**src/rtl/uart_dev_if.sv**
```systemverilog
// uart_dev_if: cpu byte-bus handshake bundle between the cpu (master) and
// the uart_dev slave.
//   valid/write/addr/wdata : request from the cpu
//   rdata/ready            : registered response from the slave
//   sel                    : combinational address decode from the slave
interface uart_dev_if;
  logic        valid;
  logic        write;
  logic [15:0] addr;
  logic [7:0]  wdata;
  logic [7:0]  rdata;
  logic        ready;
  logic        sel;

  modport master (output valid, write, addr, wdata, input rdata, ready, sel);
  modport slave  (input valid, write, addr, wdata, output rdata, ready, sel);
endinterface

```
**src/rtl/uart_dev.sv**
```systemverilog
// uart_dev: memory-mapped 8N1 UART slave on the cpu byte bus.
//   Registers at BASE+0 DATA, +1 STATUS, +2 DIV_LO, +3 DIV_HI.
//   DATA writes feed a TX FIFO drained by a bit serialiser onto tx.
//   Optional receiver (macro UART_DEV_RX_EN) deserialises rx into a
//   one-byte holding register read back through DATA.
// Ports:
//   clk   : clock, all state on posedge
//   rstb  : asynchronous active-low reset
//   bus   : uart_dev_if.slave (valid/write/addr/wdata in, rdata/ready/sel out)
//   tx    : serial out, idle high (registered)
//   rx    : serial in, asynchronous to clk (ignored without UART_DEV_RX_EN)
module uart_dev #(
  parameter logic [15:0] BASE     = 16'h1100,
  parameter int unsigned TX_DEPTH = 4,
  parameter logic [15:0] DIV_RST  = 16'd433
) (
  input  logic      clk,
  input  logic      rstb,
  uart_dev_if.slave bus,
  output logic      tx,
  input  logic      rx
);
  localparam int unsigned PTR_W = $clog2(TX_DEPTH);
  localparam int unsigned CNT_W = PTR_W + 1;

  typedef enum logic [1:0] {TX_IDLE, TX_START, TX_DATA, TX_STOP} tx_state_t;

  logic [15:0]      off;
  logic             fire, wr_data, wr_lo, wr_hi, rd_status;
  logic             ready_q;
  logic [7:0]       rdata_q, rd_mux, status;
  logic [15:0]      div;
  logic [7:0]       fifo_mem [TX_DEPTH];
  logic [CNT_W-1:0] wr_ptr, rd_ptr, occ;
  logic             tx_full, tx_empty, push, pop, tx_overflow, tx_busy;
  tx_state_t        tx_state;
  logic [15:0]      tx_cnt;
  logic [2:0]       tx_bit;
  logic [7:0]       tx_sh;
  logic             tx_q;
  logic             rx_valid, rx_overrun, rx_frame_err;
  logic [7:0]       rx_hold;

  // Address decode and single-shot access strobes
  assign off       = bus.addr - BASE;
  assign bus.sel   = (off[15:2] == 14'd0);
  assign fire      = bus.valid & bus.sel & ~ready_q;
  assign wr_data   = fire &  bus.write & (off[1:0] == 2'd0);
  assign wr_lo     = fire &  bus.write & (off[1:0] == 2'd2);
  assign wr_hi     = fire &  bus.write & (off[1:0] == 2'd3);
  assign rd_status = fire & ~bus.write & (off[1:0] == 2'd1);

  assign bus.ready = ready_q;
  assign bus.rdata = rdata_q;
  assign tx        = tx_q;

  // FIFO occupancy from wrapping pointers with one extra bit
  assign occ      = wr_ptr - rd_ptr;
  assign tx_full  = (occ == CNT_W'(TX_DEPTH));
  assign tx_empty = (occ == CNT_W'(0));
  assign push     = wr_data & ~tx_full;
  assign pop      = ~tx_empty & ((tx_state == TX_IDLE) |
                    ((tx_state == TX_STOP) & (tx_cnt == 16'd0)));
  assign tx_busy  = (tx_state != TX_IDLE);

  assign status = {1'b0, rx_frame_err, tx_overflow, tx_busy,
                   rx_overrun, rx_valid, tx_empty, tx_full};

  // Read data mux
  always_comb begin
    rd_mux = 8'h00;
    case (off[1:0])
      2'd0:    rd_mux = rx_hold;
      2'd1:    rd_mux = status;
      2'd2:    rd_mux = div[7:0];
      default: rd_mux = div[15:8];
    endcase
  end

  // Bus handshake, divisor and TX overflow flag
  always_ff @(posedge clk or negedge rstb) begin
    if (!rstb) begin
      ready_q     <= 1'b0;
      rdata_q     <= 8'h00;
      div         <= DIV_RST;
      tx_overflow <= 1'b0;
    end else begin
      if (fire)            ready_q <= 1'b1;
      else if (!bus.valid) ready_q <= 1'b0;
      if (fire && !bus.write) rdata_q <= rd_mux;
      if (wr_lo) div[7:0]  <= bus.wdata;
      if (wr_hi) div[15:8] <= bus.wdata;
      if (rd_status)           tx_overflow <= 1'b0;
      if (wr_data && tx_full)  tx_overflow <= 1'b1;
    end
  end

  // FIFO storage (no reset needed, gated by pointers)
  always_ff @(posedge clk) begin
    if (push) fifo_mem[wr_ptr[PTR_W-1:0]] <= bus.wdata;
  end

  always_ff @(posedge clk or negedge rstb) begin
    if (!rstb) begin
      wr_ptr <= '0;
      rd_ptr <= '0;
    end else begin
      wr_ptr <= wr_ptr + CNT_W'(push);
      rd_ptr <= rd_ptr + CNT_W'(pop);
    end
  end

  // TX serialiser; tx is registered from state, so the line lags state by one clock
  always_ff @(posedge clk or negedge rstb) begin
    if (!rstb) begin
      tx_state <= TX_IDLE;
      tx_cnt   <= 16'd0;
      tx_bit   <= 3'd0;
      tx_sh    <= 8'h00;
      tx_q     <= 1'b1;
    end else begin
      tx_q <= (tx_state == TX_START) ? 1'b0 :
              (tx_state == TX_DATA)  ? tx_sh[0] : 1'b1;
      if (tx_state == TX_IDLE) begin
        if (pop) begin
          tx_state <= TX_START;
          tx_sh    <= fifo_mem[rd_ptr[PTR_W-1:0]];
          tx_cnt   <= div;
        end
      end else if (tx_cnt != 16'd0) begin
        tx_cnt <= tx_cnt - 16'd1;
      end else begin
        // Bit boundary: reload picks up any new divisor here
        tx_cnt <= div;
        case (tx_state)
          TX_START: begin
            tx_state <= TX_DATA;
            tx_bit   <= 3'd0;
          end
          TX_DATA: begin
            tx_sh  <= tx_sh >> 1;
            tx_bit <= tx_bit + 3'd1;
            if (tx_bit == 3'd7) tx_state <= TX_STOP;
          end
          TX_STOP: begin
            if (pop) begin
              tx_state <= TX_START;
              tx_sh    <= fifo_mem[rd_ptr[PTR_W-1:0]];
            end else begin
              tx_state <= TX_IDLE;
            end
          end
          default: tx_state <= TX_IDLE;
        endcase
      end
    end
  end

`ifdef UART_DEV_RX_EN
  typedef enum logic [1:0] {RX_IDLE, RX_START, RX_DATA, RX_STOP} rx_state_t;

  rx_state_t   rx_state;
  logic [2:0]  rx_sync;
  logic [15:0] rx_cnt;
  logic [2:0]  rx_bit;
  logic [7:0]  rx_sh;
  logic [16:0] rx_half;
  logic        rd_data, rx_s, rx_fall, stop_smp, rx_good, rx_load;

  // rx_sync[1:0] is the synchroniser, rx_sync[2] the previous sample for edge detect
  assign rd_data  = fire & ~bus.write & (off[1:0] == 2'd0);
  assign rx_s     = rx_sync[1];
  assign rx_fall  = rx_sync[2] & ~rx_sync[1];
  assign rx_half  = (17'(div) + 17'd1) >> 1;
  assign stop_smp = (rx_state == RX_STOP) && (rx_cnt == 16'd0);
  assign rx_good  = stop_smp & rx_s;
  // A DATA read on the same edge frees the holding register; the load wins
  assign rx_load  = rx_good & (~rx_valid | rd_data);

  always_ff @(posedge clk or negedge rstb) begin
    if (!rstb) begin
      rx_sync      <= 3'b111;
      rx_state     <= RX_IDLE;
      rx_cnt       <= 16'd0;
      rx_bit       <= 3'd0;
      rx_sh        <= 8'h00;
      rx_hold      <= 8'h00;
      rx_valid     <= 1'b0;
      rx_overrun   <= 1'b0;
      rx_frame_err <= 1'b0;
    end else begin
      rx_sync <= {rx_sync[1:0], rx};
      case (rx_state)
        RX_IDLE: begin
          if (rx_fall) begin
            rx_state <= RX_START;
            rx_cnt   <= (rx_half == 17'd0) ? 16'd0 : 16'(rx_half - 17'd1);
          end
        end
        RX_START: begin
          if (rx_cnt != 16'd0) rx_cnt <= rx_cnt - 16'd1;
          else if (rx_s)       rx_state <= RX_IDLE;
          else begin
            rx_state <= RX_DATA;
            rx_cnt   <= div;
            rx_bit   <= 3'd0;
          end
        end
        RX_DATA: begin
          if (rx_cnt != 16'd0) rx_cnt <= rx_cnt - 16'd1;
          else begin
            rx_sh  <= {rx_s, rx_sh[7:1]};
            rx_bit <= rx_bit + 3'd1;
            rx_cnt <= div;
            if (rx_bit == 3'd7) rx_state <= RX_STOP;
          end
        end
        RX_STOP: begin
          if (rx_cnt != 16'd0) rx_cnt <= rx_cnt - 16'd1;
          else                 rx_state <= RX_IDLE;
        end
        default: rx_state <= RX_IDLE;
      endcase
      if (rd_data) rx_valid <= 1'b0;
      if (rx_load) begin
        rx_valid <= 1'b1;
        rx_hold  <= rx_sh;
      end
      if (rd_status) begin
        rx_overrun   <= 1'b0;
        rx_frame_err <= 1'b0;
      end
      if (rx_good & ~rx_load) rx_overrun   <= 1'b1;
      if (stop_smp & ~rx_s)   rx_frame_err <= 1'b1;
    end
  end
`else
  logic unused_rx;
  assign unused_rx    = rx;
  assign rx_valid     = 1'b0;
  assign rx_overrun   = 1'b0;
  assign rx_frame_err = 1'b0;
  assign rx_hold      = 8'h00;
`endif

endmodule

```
**src/flat_wrapper.sv**
```systemverilog
// flat-port wrapper written by rule: the top's interface ports become plain ports
module uart_dev_flat 
#(
  parameter logic [15:0] BASE     = 16'h1100,
  parameter int unsigned TX_DEPTH = 4,
  parameter logic [15:0] DIV_RST  = 16'd433
)
  (clk, rstb, tx, rx, bus_valid, bus_write, bus_addr, bus_wdata, bus_rdata, bus_ready, bus_sel);
  uart_dev_if bus_i ();
  input  logic clk;
  input  logic rstb;
  output logic tx;
  input  logic rx;
  input wire logic [$bits(bus_i.valid)-1:0] bus_valid;
  input wire logic [$bits(bus_i.write)-1:0] bus_write;
  input wire logic [$bits(bus_i.addr)-1:0] bus_addr;
  input wire logic [$bits(bus_i.wdata)-1:0] bus_wdata;
  output wire logic [$bits(bus_i.rdata)-1:0] bus_rdata;
  output wire logic [$bits(bus_i.ready)-1:0] bus_ready;
  output wire logic [$bits(bus_i.sel)-1:0] bus_sel;
  assign bus_i.valid = bus_valid;
  assign bus_i.write = bus_write;
  assign bus_i.addr = bus_addr;
  assign bus_i.wdata = bus_wdata;
  assign bus_rdata = bus_i.rdata;
  assign bus_ready = bus_i.ready;
  assign bus_sel = bus_i.sel;
  uart_dev #(.BASE(BASE), .TX_DEPTH(TX_DEPTH), .DIV_RST(DIV_RST)) u_core (.clk(clk), .rstb(rstb), .bus(bus_i), .tx(tx), .rx(rx));
endmodule
```
**config.mk**
```make
export PLATFORM = sky130hd
export DESIGN_NAME = uart_dev_flat
export DESIGN_NICKNAME = d
export VERILOG_FILES = /design/src/rtl/uart_dev_if.sv /design/src/rtl/uart_dev.sv /design/src/flat_wrapper.sv
export SDC_FILE = /design/constraint.sdc
export NUM_CORES = 1
export LEC_CHECK = 0
export BUFFER_PORTS_ARGS = -buffer_cell sky130_fd_sc_hd__buf_2
export CAP_MARGIN = 0
export CORE_ASPECT_RATIO = 1.75
export CORE_UTILIZATION = 54
export DETAILED_ROUTE_END_ITERATION = 7
export GPL_TIMING_DRIVEN = 0
export PLACE_DENSITY_LB_ADDON = 0.1
export SLEW_MARGIN = 20
export SYNTH_ARGS = -nofsm -noshare
export SYNTH_HDL_FRONTEND = slang
export SYNTH_SLANG_ARGS = --single-unit
export TNS_END_PERCENT = 30
```
**constraint.sdc**
```tcl
create_clock -name clk -period 2.69 [get_ports clk]
set_input_delay 0.269 -clock clk [delete_from_list [all_inputs] [get_ports clk]]
set_output_delay 0.269 -clock clk [all_outputs]
set_load 0.02 [all_outputs]
```
==> reports/results.ini, run 1 <==
[clock_network]
clock-sinks = 94
htree_levels = 3
cts_buffer_depth = 2
cts_tree = built
clock_latency_ps = 350
hold_buffers = 0
cts_root_buf = clkbuf_16
clk_pin_slew_ps = 70
numCtsBuffers = 9

[floorplanning]
start_util_pct = 55.7
design.die.area_um2 = 8900
dieWidth_um = 71.7
core_area_um2 = 8260
ios = 40
rows = 44
die_y_um = 124

[timing]
slew_headroom_pct = 47.2
setup_viol = 0
fin_crit_sh_pct = 94.7
rsz0062_at_grt = false
hold_violations = 1
period_needed_ps = 2550
fin_setup_tns_ps = 0
finClkSkew_ps = 8.09
worstMarginPinSlew_ps = 792
holdWs_ps = -3.13
clock.fmax_mhz = 392
timing.final.max_slew_violations = 0

[place]
portBuffers = 38
place.gp.congestion = 0.879
place_hpwl_mm = 7.43
dp.cells = 504

[global_route]
grt_util_met1_pct = 30.9
grt_usage_pct = 25.9
grt_pass1_vias = 3328
busiest_layer = met2
grt_max_degree = 63
overflow = 0
antenna_found_initial = 0
met3_usage_pct = 4.61
use_met2_pct = 44.6
grt_pass1_wl_mm = 16.9

[cells_and_area]
fill_cells = 624
drive_above_1_share_pct = 28.3
fin_cells = 527
nNetsFinal = 472
fin_util_pct = 64.5
num_antenna_cells = 0
mostFrequentLayoutCells = dfrtp_1, buf_2, edfxtp_1, o21ai_0, nand2_1
layout_commonest_cell = dfrtp_1
area_growth_pct = 15.9

[detailed_routing]
wirelength_mm = 10.4
ant_nets = 0
post_drt_wl_per_cell_um = 19.8
dr.pass1.iters = 5
via_count = 3281
drtIter0Drc = 227
vias_per_cell = 6.23
drc_errors = 0

[logic_synthesis]
synth-seq-cells = 94
postSynthAreaPerCell_um2 = 12.3
synth_cell_types = 64
async_reset_ff_share_pct = 66.0
netlist_area_um2 = 4600
yosysSeqAreaShare_pct = 54.8
ys.flop_type = dfrtp_1
synth_warnings = 0
synth_edf_count = 32
syn_nets = 416
netlist_instances = 374

[setup_path]
crit_fanout = 9
arrival_ps = 2600
critPathSlowestCell = or4_4
end_kind = flop
crit_top_cell = inv_1
cp-start-kind = flop
cpPeakStageDelay_ps = 490
critical_path.cell_chain = clkbuf_4 > inv_1 > ha_1 > nor2b_2 > xor2_1 > nor2_1 > or4_4 > inv_1 > and3_4
crit_required_ps = 2740
critical_path_class = flop to flop

[run_status]
violations = hold timing
status = complete, but fails checks

[power_and_ir_drop]
ir_drop_mv = 0.608
totalPowerFinal_mw = 5.40
power_density_nw_per_um2 = 1010
power.leakage_nw = 2.24

[run]
maxCapViolCount = 0

[worst_hold_path]
hold_path.class = input port to asynchronous set/reset pin

[registers in the layout, indices dropped and copies added (netlist names)]
name and cells:
u_core.wr_ptr 3, u_core.tx_sh 8, u_core.fifo_mem 32, u_core.rd_ptr 3
u_core.bus.rdata 8, u_core.bus.ready 1, u_core.tx_state 2, u_core.tx_bit 3
u_core.tx 1, u_core.div 16, u_core.tx_overflow 1, u_core.tx_cnt 16
[worst paths after layout]
| check | start | endpoint | slack [ps] | cells after the start |
|---|---|---|---|---|
| max | u_core.rd_ptr[1] | u_core.fifo_mem[3][6] | 140 | 9 |
| min | rstb | u_core.tx_state[1] | -3 | 1 |
| max reg2reg | u_core.rd_ptr[1] | u_core.fifo_mem[3][6] | 140 | 9 |
| min reg2reg | u_core.tx_sh[0] | u_core.tx | 480 | 2 |
| max in group asynchronous | rstb | u_core.bus.ready | 2170 | 1 |
| min in group clk | bus_valid | u_core.bus.ready | 150 | 2 |
[cells in the mapped netlist (all sizes together), types with 5 or more instances]
cell type	instances	area share, %
mux2i	8	1.7
inv	16	1.3
nor2	20	1.6
and3	5	0.71
or2	5	0.68
nand3	6	0.65
buf	6	0.93
dfstp	6	3.4
o32a	7	1.5
a21oi	15	1.9
o31ai	6	0.98
edfxtp	32	21
a221o	6	1.3
nor3	11	1.2
ha	13	3.5
mux4	8	3.9
or4	5	1.1
dfrtp	56	30
o21a	8	1.3
o21ai	22	2.5
clkbuf	12	0.98
nor4	10	1.7
o22a	7	1.3
nand2	20	1.6
mux2	17	4.2
[critical path, delay by kind of cell, from the launching register on]
family	cells	cell delay, ps
simple gates	4	1060
buf+inv	3	430
flops	1	350
fa+ha+maj	1	200
xor+xnor	1	200
[final cells by class]
cell class,count,area (um^2),share of cell area [%]
clock inverters,6,51.3,0.963
inverters,17,63.8,1.20
plain buffers,18,92.6,1.74
repair buffers,45,270,5.07
multi-input cells,245,1990,37.3
clock buffers,10,229,4.30
well taps,92,115,2.16
flip-flops and latches,94,2520,47.3
[where the power goes]
| group | internal, mW | total, mW | switching, mW |
|---|---|---|---|
| Sequential | 1.70 | 1.91 | 0.210 |
| Clock | 0.644 | 1.22 | 0.575 |
| Combinational | 0.984 | 2.27 | 1.29 |
| Total | 3.33 | 5.40 | 2.07 |
[metrics by stage]
step | area (um^2) | worst slack, ps
global route | 5330 | 23.2
detailed placement | 4910 | -742
global placement | 4900 | -967
finish | 5330 | 142
CTS | 5320 | 76.0
floorplan | 4600 | -171
[logic make-up (layout without fill, tap and decap cells)]
| logic type | count (synthesis) | in the layout | share of synthesized area [%] |
|---|---|---|---|
| multiplexers | 33 | 33 | 9.83 |
| AND/OR/NAND/NOR | 101 | 101 | 12.3 |
| flip-flops | 94 | 94 | 54.8 |
| AO/OA/AOI/OAI | 93 | 93 | 15.2 |
| adder cells (fa/ha/maj) | 13 | 13 | 3.54 |
| buffers and inverters | 35 | 96 | 3.29 |
| XOR/XNOR | 5 | 5 | 0.953 |
[per-layer routing]
layer	vias to the layer above	part of all wire, %	wire [um]
met5	-	0	0
met2	82	54	5640
met4	0	2.0	213
met1	1634	41	4250
met3	17	3.2	339
li1	1548	-	-
[what timing repair did]
action | in CTS | in global routing
setup endpoints to repair | 62 | 30
buffers inserted | 7 | 0
gates resized for setup | 13 | 3
pin swaps | 3 | 0
gates cloned | 0 | 0
Power figures use the tool's default switching activity.
==> run 2, diff against run 1 <==
Settings changed: ABC_AREA from default to 1.
==> reports/results.ini, run 2 <==
[detailed_routing]
drc_errors = 0  ; unchanged
drtIter0Drc = 209  ; was 227
wirelength_mm = 10.4  ; about the same
dr.pass1.iters = 4  ; was 5
post_drt_wl_per_cell_um = 13.9  ; was 19.8 um
via_count = 3861  ; was 3281
vias_per_cell = 5.15  ; was 6.23
ant_nets = 0  ; unchanged

[logic_synthesis]
synth-compound-area-share_pct = 8.57  ; was 15.2%
synth-seq-cells = 94  ; unchanged
syn_nets = 620  ; was 416
ys_top_cells_by_area = dfrtp_1, edfxtp_1, nand2_1  ; was dfrtp_1, edfxtp_1, mux2_2
async_reset_ff_share_pct = 66.0  ; unchanged
synthSimpleGateAreaFrac_pct = 26.7  ; was 12.3%
synth_cell_types = 40  ; was 64
synth_most_common_cell = nand2_1  ; was dfrtp_1
synth_xor_area_share_pct = 1.79  ; was 0.953%
netlist_instances = 578  ; was 374
ys.flop_type = dfrtp_1  ; unchanged
postSynthAreaPerCell_um2 = 8.48  ; was 12.3 um^2
netlist_area_um2 = 4900  ; was 4600 um^2
yosys.area.top_type = dfrtp_1  ; unchanged
synth_edf_count = 32  ; unchanged
synthMuxAreaShare_pct = 0  ; was 9.83%
yosysSeqAreaShare_pct = 51.4  ; was 54.8%
yosysTopAreaCellShare_pct = 28.6  ; was 30.5%
synthTopCellsByCount = nand2_1, inv_1, dfrtp_1, nand3_1, nor2_1  ; was dfrtp_1, edfxtp_1, o21ai_0, nand2_1, nor2_1
synthAdderAreaFrac_pct = 3.32  ; was 3.54%
synth_top_family_by_area = simple AND/OR/NAND/NOR gates  ; was compound AO/OA/AOI/OAI gates
synth_warnings = 0  ; unchanged

[global_route]
grt_usage_pct = 24.5  ; was 25.9%
grt_pass1_wl_mm = 17.4  ; was 16.9 mm
antenna_found_initial = 0  ; unchanged
grt_pass1_vias = 3792  ; was 3328
overflow = 0  ; unchanged
grt_max_degree = 40  ; was 63

[clock_network]
clk_pin_slew_ps = 70  ; about the same
cts_tree = built  ; unchanged
cts_root_buf = clkbuf_16  ; unchanged
numCtsBuffers = 9  ; unchanged
htree_levels = 3  ; unchanged
cts_setup_buffers = 0  ; was 7
clock_latency_ps = 350  ; about the same
clock-sinks = 94  ; unchanged
cts_buffer_depth = 2  ; unchanged

[setup_path]
critical_path_class = flop to flop  ; unchanged
r2r_end = u_core.wr_ptr[2]  ; was u_core.fifo_mem[3][6]
startpoint = u_core.rd_ptr[1]  ; unchanged
timing.rr.start = u_core.rd_ptr[1]  ; unchanged
cp-start-kind = flop  ; unchanged
crit_fanout = 16  ; was 9
worst-r2r-cell-count = 13  ; was 9
crit_required_ps = 2920  ; was 2740 ps
endpoint = u_core.wr_ptr[2]  ; was u_core.fifo_mem[3][6]
rrSetupSlack_ps = 160  ; was 140 ps
end_kind = flop  ; unchanged
arrival_ps = 2770  ; was 2600 ps

[timing]
rsz0062_at_grt = false  ; unchanged
setup_slack_ps = 156  ; was 142 ps
timing.final.max_slew_violations = 0  ; unchanged
setup_viol = 0  ; unchanged
holdWs_ps = 154  ; was -3.13 ps
fin_crit_sh_pct = 94.2  ; was 94.7%
hold_violations = 0  ; was 1
period_needed_ps = 2530  ; was 2550 ps
finClkSkew_ps = 8.12  ; was 8.09 ps
clock.fmax_mhz = 395  ; was 392 MHz
fin_setup_tns_ps = 0  ; unchanged
worstMarginPinSlew_ps = 408  ; was 792 ps
slew_headroom_pct = 72.8  ; was 47.2%

[floorplanning]
rows = 45  ; was 44
design.die.area_um2 = 9480  ; was 8900 um^2
dieWidth_um = 74.0  ; was 71.7 um
start_util_pct = 56.2  ; was 55.7%
ios = 40  ; unchanged
core_area_um2 = 8730  ; was 8260 um^2
die_y_um = 128  ; was 124 um

[cells_and_area]
mostFrequentLayoutCells = nand2_1, inv_1, dfrtp_1, nand3_1, buf_2  ; was dfrtp_1, buf_2, edfxtp_1, o21ai_0, nand2_1
num_antenna_cells = 0  ; unchanged
largest_register_ffs = 32  ; unchanged
drive_above_1_share_pct = 16.9  ; was 28.3%
nNetsFinal = 670  ; was 472
area_growth_pct = 14.0  ; was 15.9%
final_area_um2 = 5590  ; was 5330 um^2
fill_cells = 763  ; was 624
fin_cells = 750  ; was 527
layout_commonest_cell = nand2_1  ; was dfrtp_1

[power_and_ir_drop]
power_density_nw_per_um2 = 882  ; was 1010 nW/um^2
power.leakage_nw = 2.80  ; was 2.24 nW
ir_drop_mv = 0.568  ; was 0.608 mV

[place]
place.gp.congestion = 0.847  ; was 0.879
placed_cell_area_um2 = 5260  ; was 4910 um^2
dpl_worst_slack_ps = -205  ; was -742 ps
place_hpwl_mm = 7.87  ; was 7.43 mm
dp.cells = 734  ; was 504
portBuffers = 38  ; unchanged

[worst_hold_path]
hold_path.class = input port to flop  ; was input port to asynchronous set/reset pin

[run]
maxCapViolCount = 0  ; unchanged

[run_status]
status = finished clean  ; was complete, but fails checks

run 2: cell types whose count changed after synthesis, moves of 10 or more:
| cell | delta |
|---|---|
| nand2_1 | +156 |
| inv_1 | +65 |
| nand3_1 | +43 |
| nor2_1 | +18 |
| mux2_2 | -17 |
| clkbuf_1 | -10 |
| nor3_1 | -10 |
run 2: layout make-up:
type	count	area (um^2)	area share [%]
repair buffers	40	223	3.98
well taps	117	146	2.62
clock inverters	7	67.6	1.21
clock buffers	9	225	4.03
flip-flops and latches	94	2520	45.1
plain buffers	12	78.8	1.41
inverters	85	322	5.75
multi-input cells	386	2010	35.9
run 2: worst min path at each step:
stage | startpoint | end | slack (ps) | depth (start not counted)
after floorplan | rstb | u_core.bus.rdata[0] | -30 | 0
after global placement | u_core.tx_sh[7] | u_core.tx_sh[7] | 450 | 2
after detailed placement | rstb | u_core.tx_cnt[2] | 190 | 1
after CTS | bus_valid | u_core.bus.ready | 150 | 3
after global routing | bus_valid | u_core.bus.ready | 170 | 3
final | bus_valid | u_core.bus.ready | 150 | 3
run 2: power by group:
group,total [mW],switching [mW],internal (mW),leakage (nW)
combinational,1.79,1.16,0.629,1.62
sequential,1.87,0.173,1.70,1.03
clock,1.27,0.609,0.657,0.143
run 2: worst max-delay path, stage by stage (launching register included):
cell and delay [ps]:
dfrtp_1 360, buf_4 200, inv_1 70, ha_1 330
a21oi_1 150, nand2_1 90, and2_1 200, nor2_4 170
inv_1 80, nand2_1 150, inv_1 60, ha_1 180
ha_1 220, xor2_1 170
run 2: metal layers:
layer	track usage (%)	share of wire, %
met4	9.50	1.5
met5	0	0
met2	42.7	54
met1	29.2	42
met3	4.32	3.2
run 2: kinds of logic after synthesis:
logic type	Yosys count
buffers and inverters	98
XOR/XNOR	10
flip-flops	94
AO/OA/AOI/OAI	69
AND/OR/NAND/NOR	294
adder cells (fa/ha/maj)	13
run 2: repair_timing:
item | in CTS | in global routing
endpoints found under the hold margin | 19 | 0
endpoints found under the setup margin | 34 | 35
hold buffers | 1 | 0
resized for setup | 7 | 5
run 2: stage by stage:
step | util (%) | total power [mW]
final | 64.1 | 4.93
after global routing | 64.1 | 5.30
after CTS | 64.0 | 4.94
after detailed placement | 60.3 | 3.66
after global placement | 60.0 | 3.60
after floorplan | - | 3.24
